<file path="src/rtl/sync_fifo_core.sv">
// sync_fifo_core: single-clock FIFO with registered read data and full/empty flow control.
// Defining SYNC_FIFO_STATUS_EN adds the count, overflow and underflow status outputs.
module sync_fifo_core #(
    parameter int DATA_WIDTH = 8,
    parameter int DEPTH      = 16,
    parameter int ADDR_WIDTH = $clog2(DEPTH)
) (
    input  logic                  clk,
    input  logic                  rst_n,
    input  logic [DATA_WIDTH-1:0] data_in,
    input  logic                  wr_en,
    input  logic                  rd_en,
    output logic [DATA_WIDTH-1:0] data_out,
    output logic                  full,
    output logic                  empty
`ifdef SYNC_FIFO_STATUS_EN
    ,
    output logic [ADDR_WIDTH:0]   count,
    output logic                  overflow,
    output logic                  underflow
`endif
);

    localparam logic [ADDR_WIDTH:0] PTR_ONE = {{ADDR_WIDTH{1'b0}}, 1'b1};

    logic [DATA_WIDTH-1:0] mem [DEPTH];

    logic [ADDR_WIDTH:0] wptr;
    logic [ADDR_WIDTH:0] rptr;
    logic [ADDR_WIDTH:0] wptr_nxt;
    logic [ADDR_WIDTH:0] rptr_nxt;
    logic                wr_acc;
    logic                rd_acc;

    // Pointer MSB is the wrap bit: equal low bits with differing wrap bits means a full lap ahead.
    assign empty = (wptr == rptr);
    assign full  = (wptr[ADDR_WIDTH] != rptr[ADDR_WIDTH]) &&
                   (wptr[ADDR_WIDTH-1:0] == rptr[ADDR_WIDTH-1:0]);

    always_comb begin
        // NOTE: every always_comb output gets a default first so no path can infer a latch.
        wptr_nxt = wptr;
        rptr_nxt = rptr;
        rd_acc   = rd_en && !empty;
        // A read in the same cycle frees a slot, so a write at full is still accepted.
        wr_acc   = wr_en && (!full || rd_acc);
        if (wr_acc) begin
            wptr_nxt = wptr + PTR_ONE;
        end
        if (rd_acc) begin
            rptr_nxt = rptr + PTR_ONE;
        end
    end

    // rst_n is active-high in this block despite its name.
    always_ff @(posedge clk or posedge rst_n) begin
        // NOTE: registered state uses non-blocking assignments so every flop samples pre-edge values.
        if (rst_n) begin
            wptr     <= '0;
            rptr     <= '0;
            data_out <= '0;
        end else begin
            wptr <= wptr_nxt;
            rptr <= rptr_nxt;
            if (rd_acc) begin
                data_out <= mem[rptr[ADDR_WIDTH-1:0]];
            end
        end
    end

    // NOTE: storage is deliberately not reset; the pointers alone define which entries are valid.
    always_ff @(posedge clk) begin
        if (wr_acc) begin
            mem[wptr[ADDR_WIDTH-1:0]] <= data_in;
        end
    end

`ifdef SYNC_FIFO_STATUS_EN
    logic [ADDR_WIDTH:0] count_nxt;

    always_comb begin
        count_nxt = count;
        case ({wr_acc, rd_acc})
            2'b10:   count_nxt = count + PTR_ONE;
            2'b01:   count_nxt = count - PTR_ONE;
            default: count_nxt = count;
        endcase
    end

    // Overflow/underflow are sticky until reset so software can poll them late.
    always_ff @(posedge clk or posedge rst_n) begin
        if (rst_n) begin
            count     <= '0;
            overflow  <= 1'b0;
            underflow <= 1'b0;
        end else begin
            count <= count_nxt;
            if (wr_en && full && !rd_acc) begin
                overflow <= 1'b1;
            end
            if (rd_en && empty) begin
                underflow <= 1'b1;
            end
        end
    end
`endif

endmodule

</file>
<file path="config.mk">
export PLATFORM = sky130hd
export DESIGN_NAME = sync_fifo_core
export DESIGN_NICKNAME = d
export VERILOG_FILES = /design/src/rtl/sync_fifo_core.sv
export SDC_FILE = /design/constraint.sdc
export NUM_CORES = 1
export LEC_CHECK = 0
export BUFFER_PORTS_ARGS = -buffer_cell sky130_fd_sc_hd__buf_2
export CAP_MARGIN = 20
export CORE_ASPECT_RATIO = 1.2
export CORE_UTILIZATION = 55
export DETAILED_ROUTE_END_ITERATION = 12
export PLACE_DENSITY = 0.72
export SLEW_MARGIN = 20
export SYNTH_ARGS = -nofsm -noshare
export SYNTH_HDL_FRONTEND = slang
export SYNTH_SLANG_ARGS = --single-unit
</file>
<file path="constraint.sdc">
create_clock -name clk -period 6.2 [get_ports clk]
set_input_delay 1.24 -clock clk [delete_from_list [all_inputs] [get_ports clk]]
set_output_delay 1.24 -clock clk [all_outputs]
set_load 0.01 [all_outputs]
</file>
**Word-level counts from Yosys, hierarchy flattened**

Memory sizes are Yosys's and may differ from the RTL's. A register that Yosys moved wholly into a read port is not among the register bits.
Cells that the tools add are included.

- Flip-flop bits (word level): 10
- Memories kept: 1
- Memory bits (writable): 128

- Mux-type cells: 2
- Equality and inequality tests: 3
- Reduce and logical (&&, ||, !) cells: 6
- Add/sub/neg operators: 2

Memories:

| memory | words | width | rd ports | clocked after memory_dff | write ports | RTL line | text |
|---|---|---|---|---|---|---|---|
| mem | 16 | 8 | 1 | 1 | 1 | 26 | `logic [DATA_WIDTH-1:0] mem [DEPTH];` |

Operator list:

| kind | number |
|---|---|
| $add A5 B1 Y5 const B | 2 |
| $eq A5 B5 Y1 | 1 |
| $eq A4 B4 Y1 | 1 |
| $logic_and A1 B1 Y1 | 3 |
| $logic_not A1 Y1 | 2 |
| $mux W1 | 2 |
| $logic_or A1 B1 Y1 | 1 |
| $ne A1 B1 Y1 | 1 |

**Depth between registers and ports, before layout**

- Depth in word-level cells: 7
- Gate-level depth with buffers: 7

**Worst setup path before layout**

OpenSTA, ideal clock, no wires.

- Path kind: input port to flip-flop
- Start: in rd_en
- End: mem mem[3][0], enable pin
- Data required time: 5.817 ns
- Slack: 3.531 ns
- Arrival time: 2.286 ns
- Path buffers: 1
- Stages: 3
- Cells stage by stage: clkbuf_1 o311ai_1 nor3_1

- Longest elaborated chain between the ends: 5

RTL lines:

| item | RTL line | text |
|---|---|---|
| from (decl) | 12 | `input logic rd_en,` |
| $logic_and A1 B1 Y1 | 44 | `rd_acc = rd_en && !empty;` |
| $logic_or A1 B1 Y1 | 46 | `wr_acc = wr_en && (!full \|\| rd_acc);` |
| $logic_and A1 B1 Y1 | 46 |  |
| $mux W1 | 73 | `if (wr_acc) begin` |
| $mux W1 (not written as such) | 74 | `mem[wptr[ADDR_WIDTH-1:0]] <= data_in;` |
| to (decl) | 26 |  |

No other way between the ends.

**Worst setup path after layout**

- Start: reg rptr[1]
- End: out empty

- Longest elaborated chain between the ends: 1

RTL lines:

| item | RTL line | text |
|---|---|---|
| from (decl) | 29 | `logic [ADDR_WIDTH:0] rptr;` |
| from (signal assigned) | 64 | `rptr <= rptr_nxt;` |
| $eq A5 B5 Y1 | 36 | `assign empty = (wptr == rptr);` |
| to (decl) | 15 | `output logic empty` |

No other way between the ends.

==> flow_summary.json <==
{
  "powerDensity_mw_per_mm2": 500,
  "slowest_stage": "dfrtp_2",
  "area_delta_synth_final_pct": 14.0,
  "fillers": 686,
  "setup_viol_count_final": 0,
  "clk_latency_ps": 410,
  "clk_pin_slew_ps": 60,
  "leakage_nw": 2.37,
  "final_antenna_net_count": 0,
  "drive_above_1_share_pct": 27.8,
  "cts_max_level": 4,
  "rsz0062_at_grt": "false",
  "vias": 2856,
  "synth_area_mm2": 0.00593,
  "tns_ps": 0,
  "yosysUniqueCellTypes": 33,
  "end_kind": "primary output",
  "cap_violations": 0,
  "ys_seq_area_share_pct": 72.4,
  "wirelength_mm": 11.0,
  "tightest_slew_ps": 1090,
  "ys_seq_elements": 146,
  "period_needed_ps": 3430,
  "multi_input_area_mm2": 0.00152,
  "cpPeakStageDelay_ps": 970,
  "hp-class": "reg2reg",
  "yosys_warnings": 0,
  "synth_nets": 322,
  "overflow": 0,
  "place.gp.congestion": 0.760,
  "syn_area_per_cell_um2": 19.4,
  "clk_path_buf_depth": 2,
  "dr.pass1.iters": 5,
  "layout.nets": 346,
  "clockPowerShare_pct": 33.1,
  "die_h_um": 116,
  "pwr-share-seq_pct": 41.1,
  "cts_resized": 0,
  "die_x_um": 96.8,
  "die-area_mm2": 0.0112,
  "worstPathArrival_ps": 2190,
  "core_area_mm2": 0.0105,
  "wire_per_inst_um": 23.3,
  "clock_skew_ps": 3.78,
  "max-vdd-ir-drop_uv": 242,
  "post-route-period-util_pct": 55.4,
  "syn_inst": 305,
  "drc": 0,
  "critPathTopFamily": "flip-flops",
  "drt_iter0_markers": 192,
  "worstPathCellList": "xnor2_1, nand4_2, nor2_1, buf_2",
  "cts_setup_buffers": 0,
  "dpl.hpwl_mm": 6.57,
  "hold_viol": 0,
  "pwr-share-comb_pct": 25.8,
  "start_util_pct": 56.4,
  "instances_no_fill": 471,
  "rrSetupSlack_ps": 3280,
  "grt_pass1_vias": 2879,
  "cts-root-buf": "clkbuf_16",
  "dp_cells": 439,
  "synth_edf_count": 128,
  "grt_pass1_wl_mm": 17.0,
  "worstPathRequired_ps": 4960,
  "path_buf_inv": 1,
  "n_antenna_cell": 0,
  "holdBufCountCts": 0,
  "cts.sinks": 146,
  "row_count": 41,
  "p_sw_mw": 0.958,
  "numCtsBuffers": 17,
  "synthArstFlopShare_pct": 12.3,
  "relSlewSlack_pct": 27.0,
  "viasPerCell": 6.06,
  "regArea_mm2": 0.00430,
  "io_buffers": 21,
  "intPower_mw": 2.42,
  "grtUsageTotal_pct": 21.5,
  "io-pin-count": 22,
  "cts_tree": "done",
  "finalMaxSlewViolations": 0,
  "crit_type": "reg2out",
  "outcome": "complete, no violations",
  "worstPathMaxFanout": 30,
  "synth_flop_cell": "edfxtp_1",
  "crit_path_start_kind": "flip-flop",
  "max_freq_mhz": 291,
  "netSwitchingFraction_pct": 28.4,
  "grt_start_max_net_pins": 45,
  "antenna_found_initial": 0
}
-- cell families (layout without fill, tap and decap cells) --
| logic type | Yosys count | count (layout) | share of synthesized area, % |
|---|---|---|---|
| compound gates | 24 | 24 | 3.48 |
| xor+xnor | 14 | 14 | 2.07 |
| fa+ha+maj | 5 | 5 | 1.06 |
| buf+inv | 21 | 58 | 1.90 |
| flops | 146 | 146 | 72.4 |
| mux | 58 | 58 | 15.2 |
| simple gates | 37 | 37 | 3.82 |
-- metal layers --
metal  up-vias  part of all wire (%)  routed length (um)  GRT usage, %
li1       1286                     -                   -             -
met2       110                    49                5340          33.7
met1      1437                    43                4730          28.9
met5         -                     0                   0             0
met4         0                   2.6                 282          9.85
met3        23                   5.7                 625          5.19
-- synthesized netlist by cell type (all sizes together), types with 2 or more instances --
master	instances	share of area, %
mux2	18	3.4
xnor2	13	1.9
nor2	5	0.32
dfrtp	18	7.6
nand2	2	0.13
edfxtp	128	65
ha	5	1.1
and3	12	1.3
o311ai	2	0.30
nor2b	4	0.42
a221oi	8	1.2
and4	3	0.44
inv	4	0.25
buf	11	1.2
clkbuf	6	0.40
mux4	24	9.1
a22o	8	1.2
o211ai	2	0.25
nand2b	8	0.84
mux2i	16	2.7
-- stage by stage --
| step | utilization [%] | setup slack, ps | hold slack, ps | cell area, um2 | power [mW] |
|---|---|---|---|---|---|
| floorplan | - | 3530 | 502 | 5930 | 2.05 |
| global placement | 58.1 | 3190 | 484 | 6110 | 2.25 |
| detailed placement | 58.1 | 3140 | 492 | 6110 | 2.28 |
| CTS | 64.2 | 2690 | 504 | 6760 | 3.40 |
| global route | 64.2 | 2580 | 518 | 6760 | 3.51 |
| finish | 64.2 | 2770 | 497 | 6760 | 3.37 |
-- placed cells by master, fill, tap and decap left out, drive strengths merged --
master   count
nor2         5
and2         1
a221oi       8
o211ai       2
mux2i       16
and3        12
clkinv       6
o31ai        1
o31a         1
bufinv       6
xnor2       13
nor3         1
and4         3
buf         22
o311ai       2
nand2        2
a22o         8
inv          4
mux4        24
ha           5
nand2b       8
o21ai        1
nand4        1
edfxtp     128
o2111ai      1
nor2b        4
mux2        18
xor2         1
clkbuf      20
dfrtp       18
-- layout make-up --
class                      instances  area share (%)
timing repair buffer              22            1.67
clock buffer                      20            6.46
sequential                       146            63.6
clock inverter                    12            3.13
tap                              129            2.39
inverter                           4           0.222
multi-input combinational        138            22.5
-- registers in the layout, indices dropped and copies added, names as in the netlist --
name      flops
data_out      8
mem         128
rptr          5
wptr          5
-- power groups by stage --
stage	combinational [mW]	clock (mW)	sequential, mW
after floorplan	0.749	0	1.30
after global placement	0.850	0	1.40
after detailed placement	0.866	0	1.41
after CTS	0.878	1.12	1.39
after global routing	0.934	1.16	1.42
final	0.871	1.12	1.39
-- worst paths after layout --
path                             start          end  cells after the start
min                        data_out[7]  data_out[7]                      1
max reg2reg                    rptr[1]    mem[3][4]                      4
max in group asynchronous        rst_n      rptr[2]                      2
max                            rptr[1]        empty                      4
min reg2reg                data_out[7]  data_out[7]                      1
min in group asynchronous        rst_n  data_out[1]                      2
Power figures use the tool's default switching activity.
